### src/rtl/cpu_pkg.sv
// Shared CPU definitions: pipeline control FSM encoding and the hard-wired zero register.
package cpu_pkg;

  typedef enum logic {
    ST_RUN      = 1'b0,
    ST_MEM_WAIT = 1'b1
  } state_e;

  localparam logic [4:0] REG_ZERO = 5'd0;

endpackage

### src/rtl/hazard_stall_ctrl_if.sv
// Pipeline-side hazard inputs and stage-control outputs of the hazard/stall controller.
interface hazard_stall_ctrl_if #(
  parameter int CNT_W = 16
);

  logic [4:0]       ifid_rs_i;
  logic [4:0]       ifid_rt_i;
  logic             ifid_use_rt_i;
  logic             idex_memread_i;
  logic [4:0]       idex_rt_i;
  logic             redirect_i;
  logic             mem_req_i;
  logic             mem_ack_i;
  logic             pc_write_o;
  logic             ifid_write_o;
  logic             ifid_flush_o;
  logic             idex_stall_o;
  logic             idex_bubble_o;
  logic             exmem_stall_o;
  logic             err_timeout_o;
  logic [CNT_W-1:0] stall_cnt_o;
  logic [CNT_W-1:0] flush_cnt_o;

  // Pipeline datapath side.
  modport master (
    output ifid_rs_i, ifid_rt_i, ifid_use_rt_i, idex_memread_i, idex_rt_i,
           redirect_i, mem_req_i, mem_ack_i,
    input  pc_write_o, ifid_write_o, ifid_flush_o, idex_stall_o, idex_bubble_o,
           exmem_stall_o, err_timeout_o, stall_cnt_o, flush_cnt_o
  );

  // Controller side.
  modport slave (
    input  ifid_rs_i, ifid_rt_i, ifid_use_rt_i, idex_memread_i, idex_rt_i,
           redirect_i, mem_req_i, mem_ack_i,
    output pc_write_o, ifid_write_o, ifid_flush_o, idex_stall_o, idex_bubble_o,
           exmem_stall_o, err_timeout_o, stall_cnt_o, flush_cnt_o
  );

endinterface

### src/rtl/hazard_stall_ctrl_detect.sv
// Load-use hazard compare between the load in ID/EX and the instruction in IF/ID.
module hazard_detect
  import cpu_pkg::*;
(
  input  logic       idex_memread,
  input  logic [4:0] idex_rt,
  input  logic [4:0] ifid_rs,
  input  logic [4:0] ifid_rt,
  input  logic       ifid_use_rt,
  output logic       lu
);

  // A load into the zero register never creates a dependency.
  assign lu = idex_memread && (idex_rt != REG_ZERO) &&
              ((idex_rt == ifid_rs) || (ifid_use_rt && (idex_rt == ifid_rt)));

endmodule

### src/rtl/hazard_stall_ctrl.sv
// Pipeline sequencing: load-use bubbles, redirect flushes, data-memory wait holds and
// saturating stall/flush performance counters.
module hazard_stall_ctrl
  import cpu_pkg::*;
#(
  parameter int MEM_TIMEOUT = 64,
  parameter int CNT_W       = 16
) (
  input  logic                clk_i,
  input  logic                rst_i,
  hazard_stall_ctrl_if.slave  ctl
);

  localparam int                WAIT_W    = (MEM_TIMEOUT > 2) ? $clog2(MEM_TIMEOUT) : 1;
  localparam logic [WAIT_W-1:0] WAIT_LAST = WAIT_W'(MEM_TIMEOUT - 1);

  state_e            state;
  logic [WAIT_W-1:0] wait_cnt;
  logic [CNT_W-1:0]  stall_cnt;
  logic [CNT_W-1:0]  flush_cnt;

  logic lu;
  logic mem_miss;
  logic pc_write, ifid_write, ifid_flush, idex_stall, idex_bubble, exmem_stall, err_timeout;
  logic take_flush;

  hazard_detect u_detect (
    .idex_memread (ctl.idex_memread_i),
    .idex_rt      (ctl.idex_rt_i),
    .ifid_rs      (ctl.ifid_rs_i),
    .ifid_rt      (ctl.ifid_rt_i),
    .ifid_use_rt  (ctl.ifid_use_rt_i),
    .lu           (lu)
  );

  assign mem_miss = ctl.mem_req_i && !ctl.mem_ack_i;

  // Outputs decode straight from state and inputs so a hazard acts in the cycle it appears;
  // rst_i is folded in so the controls drop the moment reset is asserted.
  always_comb begin
    // NOTE: every output gets a default before the decode so no path can infer a latch.
    pc_write    = 1'b0;
    ifid_write  = 1'b0;
    ifid_flush  = 1'b0;
    idex_stall  = 1'b0;
    idex_bubble = 1'b0;
    exmem_stall = 1'b0;
    err_timeout = 1'b0;
    take_flush  = 1'b0;
    if (!rst_i) begin
      if (state == ST_MEM_WAIT || mem_miss) begin
        idex_stall  = 1'b1;
        exmem_stall = 1'b1;
        err_timeout = (state == ST_MEM_WAIT) && !ctl.mem_ack_i && (wait_cnt == WAIT_LAST);
      end else if (lu) begin
        idex_bubble = 1'b1;
      end else if (ctl.redirect_i) begin
        pc_write   = 1'b1;
        ifid_flush = 1'b1;
        take_flush = 1'b1;
      end else begin
        pc_write   = 1'b1;
        ifid_write = 1'b1;
      end
    end
  end

  // NOTE: all state below updates with non-blocking assignments so every register samples
  // the same pre-edge values.
  always_ff @(posedge clk_i or posedge rst_i) begin
    if (rst_i) begin
      state    <= ST_RUN;
      wait_cnt <= '0;
    end else begin
      unique case (state)
        ST_RUN: begin
          if (mem_miss) begin
            state    <= ST_MEM_WAIT;
            wait_cnt <= '0;
          end
        end
        ST_MEM_WAIT: begin
          if (ctl.mem_ack_i) begin
            state    <= ST_RUN;
            wait_cnt <= '0;
          end else if (wait_cnt == WAIT_LAST) begin
            wait_cnt <= '0;
          end else begin
            wait_cnt <= wait_cnt + WAIT_W'(1);
          end
        end
        default: begin
          state    <= ST_RUN;
          wait_cnt <= '0;
        end
      endcase
    end
  end

  // Performance counters stick at all-ones instead of wrapping.
  always_ff @(posedge clk_i or posedge rst_i) begin
    if (rst_i) begin
      stall_cnt <= '0;
      flush_cnt <= '0;
    end else begin
      if (!pc_write && (stall_cnt != '1)) stall_cnt <= stall_cnt + CNT_W'(1);
      if (take_flush && (flush_cnt != '1)) flush_cnt <= flush_cnt + CNT_W'(1);
    end
  end

  assign ctl.pc_write_o    = pc_write;
  assign ctl.ifid_write_o  = ifid_write;
  assign ctl.ifid_flush_o  = ifid_flush;
  assign ctl.idex_stall_o  = idex_stall;
  assign ctl.idex_bubble_o = idex_bubble;
  assign ctl.exmem_stall_o = exmem_stall;
  assign ctl.err_timeout_o = err_timeout;
  assign ctl.stall_cnt_o   = stall_cnt;
  assign ctl.flush_cnt_o   = flush_cnt;

endmodule
### src/flat_wrapper.sv
// flat-port wrapper written by rule: the top's interface ports become plain ports
module hazard_stall_ctrl_flat import cpu_pkg::*;
#(
  parameter int MEM_TIMEOUT = 64,
  parameter int CNT_W       = 16
)
  (clk_i, rst_i, ctl_ifid_rs_i, ctl_ifid_rt_i, ctl_ifid_use_rt_i, ctl_idex_memread_i, ctl_idex_rt_i, ctl_redirect_i, ctl_mem_req_i, ctl_mem_ack_i, ctl_pc_write_o, ctl_ifid_write_o, ctl_ifid_flush_o, ctl_idex_stall_o, ctl_idex_bubble_o, ctl_exmem_stall_o, ctl_err_timeout_o, ctl_stall_cnt_o, ctl_flush_cnt_o);
  hazard_stall_ctrl_if #(.CNT_W(CNT_W)) ctl_i ();
  input  logic clk_i;
  input  logic rst_i;
  input wire logic [$bits(ctl_i.ifid_rs_i)-1:0] ctl_ifid_rs_i;
  input wire logic [$bits(ctl_i.ifid_rt_i)-1:0] ctl_ifid_rt_i;
  input wire logic [$bits(ctl_i.ifid_use_rt_i)-1:0] ctl_ifid_use_rt_i;
  input wire logic [$bits(ctl_i.idex_memread_i)-1:0] ctl_idex_memread_i;
  input wire logic [$bits(ctl_i.idex_rt_i)-1:0] ctl_idex_rt_i;
  input wire logic [$bits(ctl_i.redirect_i)-1:0] ctl_redirect_i;
  input wire logic [$bits(ctl_i.mem_req_i)-1:0] ctl_mem_req_i;
  input wire logic [$bits(ctl_i.mem_ack_i)-1:0] ctl_mem_ack_i;
  output wire logic [$bits(ctl_i.pc_write_o)-1:0] ctl_pc_write_o;
  output wire logic [$bits(ctl_i.ifid_write_o)-1:0] ctl_ifid_write_o;
  output wire logic [$bits(ctl_i.ifid_flush_o)-1:0] ctl_ifid_flush_o;
  output wire logic [$bits(ctl_i.idex_stall_o)-1:0] ctl_idex_stall_o;
  output wire logic [$bits(ctl_i.idex_bubble_o)-1:0] ctl_idex_bubble_o;
  output wire logic [$bits(ctl_i.exmem_stall_o)-1:0] ctl_exmem_stall_o;
  output wire logic [$bits(ctl_i.err_timeout_o)-1:0] ctl_err_timeout_o;
  output wire logic [$bits(ctl_i.stall_cnt_o)-1:0] ctl_stall_cnt_o;
  output wire logic [$bits(ctl_i.flush_cnt_o)-1:0] ctl_flush_cnt_o;
  assign ctl_i.ifid_rs_i = ctl_ifid_rs_i;
  assign ctl_i.ifid_rt_i = ctl_ifid_rt_i;
  assign ctl_i.ifid_use_rt_i = ctl_ifid_use_rt_i;
  assign ctl_i.idex_memread_i = ctl_idex_memread_i;
  assign ctl_i.idex_rt_i = ctl_idex_rt_i;
  assign ctl_i.redirect_i = ctl_redirect_i;
  assign ctl_i.mem_req_i = ctl_mem_req_i;
  assign ctl_i.mem_ack_i = ctl_mem_ack_i;
  assign ctl_pc_write_o = ctl_i.pc_write_o;
  assign ctl_ifid_write_o = ctl_i.ifid_write_o;
  assign ctl_ifid_flush_o = ctl_i.ifid_flush_o;
  assign ctl_idex_stall_o = ctl_i.idex_stall_o;
  assign ctl_idex_bubble_o = ctl_i.idex_bubble_o;
  assign ctl_exmem_stall_o = ctl_i.exmem_stall_o;
  assign ctl_err_timeout_o = ctl_i.err_timeout_o;
  assign ctl_stall_cnt_o = ctl_i.stall_cnt_o;
  assign ctl_flush_cnt_o = ctl_i.flush_cnt_o;
  hazard_stall_ctrl #(.MEM_TIMEOUT(MEM_TIMEOUT), .CNT_W(CNT_W)) u_core (.clk_i(clk_i), .rst_i(rst_i), .ctl(ctl_i));
endmodule
### config.mk
export PLATFORM = sky130hd
export DESIGN_NAME = hazard_stall_ctrl_flat
export DESIGN_NICKNAME = d
export VERILOG_FILES = /design/src/rtl/cpu_pkg.sv /design/src/rtl/hazard_stall_ctrl_if.sv /design/src/rtl/hazard_stall_ctrl_detect.sv /design/src/rtl/hazard_stall_ctrl.sv /design/src/flat_wrapper.sv
export SDC_FILE = /design/constraint.sdc
export NUM_CORES = 1
export LEC_CHECK = 0
export ABC_AREA = 1
export CAP_MARGIN = 20
export CORE_ASPECT_RATIO = 1.75
export CORE_MARGIN = 1
export CORE_UTILIZATION = 30
export DETAILED_ROUTE_END_ITERATION = 7
export DONT_BUFFER_PORTS = 1
export PLACE_DENSITY = 0.47
export SYNTH_ARGS = -nofsm -noshare
export SYNTH_HDL_FRONTEND = slang
export SYNTH_SLANG_ARGS = --single-unit
### constraint.sdc
create_clock -name clk_i -period 3.3 [get_ports clk_i]
set_clock_uncertainty 0.15 [all_clocks]
set_input_delay 0.165 -clock clk_i [delete_from_list [all_inputs] [get_ports clk_i]]
set_output_delay 0.165 -clock clk_i [all_outputs]
set_load 0.005 [all_outputs]
==> impl_results.md <==
* Area delta synth->final at 12.7%
* WS Path Type: reg2reg
* CTS Buf Count at 5
* CTS tree: done
* Final cell count without fillers at a little under 500
* Finished Cell Area at a little under 3000 um^2
* RSZ-0062 raised after global routing: no
* CTS root buf: clkbuf_16
* DIE AREA at just over 9000 um^2
* Antenna Violating Nets Remaining at 0
* Flop pwr share at around 44%
* Crit path max-delay cell type: nand4_1
* Psw at approximately 0.46 mW
* Top-level port count at 61
* FFs w/ async S/R, synth at 100%
* Buffer depth of the longest clock path at 2
* 1st-iter DRT viols at around 110
* LEAKAGE at between 1 and 1.5 nW
* Post-place instance area at 2710 um^2
* Internal Pwr Total at about 1 mW
* Top cells by count, synth: nand2_1 (124), inv_1 (47), dfrtp_1 (39), nor2_1 (34), nand4_1 (27)
* Crit path cell chain: ha_1 -> nand2_1 -> nor2_1 -> nand4_1 -> nand4_1 -> nand2_1 -> nand2_1
* WP data required at ~3400 ps
* Clock power share at 39.4%
* Ranking of synthesized cells by area: dfrtp_1 (37%), nand2_1 (18%), inv_1 (6.8%)
* Share of cells above drive strength 1 at around 5.9%
* Main synth FF type: dfrtp_1
* Vias per inst at 4.84
* Synthesized area at between 2000 and 3000 um^2
* Final Wtd Congestion at ~0.8
* Status: completed
* DRC errors left at 0
* Mapped Avg Cell Area at between 7 and 8 um^2
* Netlist cell types at 29
* Hold depth at 4
* Min Tclk post-route at around 2400 ps
* Yosys top cell by area: dfrtp_1
* Initial core utilization at 31.2%
* Worst EP arrival at 2520 ps
* Crit start category: flop
* Worst vdd ir at between 0.0003 and 0.0004 V
* First-pass GRT wire length at approximately 11000 um
* Setup_tns at 0 ps
* Number of synthesized flops with an enable pin at 0
* Hold Buf Count CTS at 6
* Mapped Nets at between 300 and 400
* PortBufs at 0
* Initial antenna violation count at 0
* Post-detail-place hpwl at approximately 5000 um
* Remaining Overflow, GRT at 0
* Pwr Density at between 500 and 600 nW/um^2
* Antenna cells at 0
* Routed len/inst at 13.8 um
* Routed wire length at about 6800 um
* Final #Nets at between 300 and 400
* Clock transition at path regs at 60 ps
* Skew-Pair Late Insertion Delay at 290 ps
* Fraction of the yosys area taken by sequential cells at a little under two fifths
* Width of the die at just over 70 um
* Synthesized flop and latch total at 39
* Count leader, synth: nand2_1
* Tcrit/Tclk final at between 70% and 80%
* Switching Fraction at about 31%
* Crit-path most repeated cell: nand2_1
* YS warnings at 0
* Relative slew slack at between 40% and 50%
* Via count at around 2400
* Number of global-route vias before repair at approximately 2400
* Final Hold Fails at 0
* Reg2Reg Setup Slack at between 800 and 900 ps
* Maxcap violations at 0
* Crit path largest cell delay at about 570 ps
* # clock sinks at 39
* H-tree Lvls at 2
* FP Rows at 44
* FILL cells at 929
* Crit-path max FO at 15
* Reg2Reg Depth at 7
* Core footprint at between 8000 and 9000 um^2
* Placed Cells incl. Taps at ~480
* DR pass1 iterations at 4
* Min-delay worst type: in2reg
* GRT Util Overall at approximately 16%
* Post-Syn Instances at approximately 370
* FMAX at between 400 and 500 MHz
* Actual slew at the worst max-slew pin at just over 800 ps
* Largest net degree at the start of global routing at 24
* Share of the synthesized area in the top cell type at 37.4%
* Number of cells upsized or downsized after cts at 0
* Combinational Power Share at between 10% and 20%
* Final setup viols at 0
* Die Ht at around 130 um
* Final Max Tran Viols at 0
* Crit path capture type: flop
* Post-CTS Setup Bufs at 0
-- placed cells by master (no fill, tap or decap), drive strengths merged, types with 8 or more instances in the layout --
master / count
nand3: 26
nor3: 9
nand2: 128
o21ai: 8
xor2: 15
xnor2: 8
nand4: 27
inv: 49
nor2: 36
dfrtp: 39
-- power groups by stage --
stage                     combinational [mW]  clock [mW]  sequential [mW]
after floorplan                        0.208           0            0.624
after global placement                 0.237           0            0.651
after detailed placement               0.241           0            0.651
after CTS                              0.254       0.600            0.643
after global routing                   0.287       0.618            0.654
final                                  0.251       0.579            0.642
-- layer usage --
layer / wire, um / track usage [%] / vias up
met5: 0 / 0 / -
met4: 161 / 6.34 / 0
met3: 420 / 4.27 / 10
met2: 3720 / 30.4 / 62
met1: 2460 / 14.9 / 1113
li1: - / - / 1182
-- registers in the layout, indices dropped and copies added (netlist names) --
| register | flops |
|---|---|
| u_core.state | 1 |
| u_core.ctl.flush_cnt_o | 16 |
| u_core.ctl.stall_cnt_o | 16 |
| u_core.wait_cnt | 6 |
-- critical path, delay by kind of cell, from the launching register on --
family                     cells  cell delay, ps
adders and majority gates      1             220
DFF                            1             440
and+or+nand+nor                6            1580
-- path summary, 6_finish.rpt --
path,from,end
min,ctl_mem_ack_i,u_core.wait_cnt[0]$_DFFE_PP0N_
max reg2reg,u_core.ctl.flush_cnt_o[0]$_DFFE_PP0P_,u_core.ctl.flush_cnt_o[12]$_DFFE_PP0P_
min reg2reg,u_core.wait_cnt[0]$_DFFE_PP0N_,u_core.wait_cnt[0]$_DFFE_PP0N_
min in group asynchronous,rst_i,u_core.ctl.flush_cnt_o[10]$_DFFE_PP0P_
max,u_core.ctl.flush_cnt_o[0]$_DFFE_PP0P_,u_core.ctl.flush_cnt_o[12]$_DFFE_PP0P_
max in group asynchronous,rst_i,u_core.ctl.stall_cnt_o[1]$_DFFE_PP0P_
-- area by class of cell --
type	count	area (um^2)	area share, %
inverter	49	184	6.26
tap	115	144	4.89
timing repair buffer	7	67.6	2.30
sequential	39	976	33.2
multi-input combinational	271	1400	47.4
clock buffer	6	139	4.72
clock inverter	2	35.0	1.19
-- stage by stage --
stage                     hold WS (ps)  total power, mW  util (%)  setup slack, ps
after floorplan                    132            0.832         -             1500
after global placement            56.9            0.888      32.3             1020
after detailed placement          62.8            0.892      32.3              890
after CTS                         30.8             1.50      35.1              875
after global routing              50.0             1.56      35.1              583
final                             31.9             1.47      35.1              858
-- kinds of logic after synthesis --
kind of cell,share of synthesized area (%)
flip-flops,37.4
adder cells (fa/ha/maj),1.44
AND/OR/NAND/NOR,40.3
XOR/XNOR,7.72
buffers and inverters,9.16
AO/OA/AOI/OAI,3.98
Power figures use the tool's default switching activity.
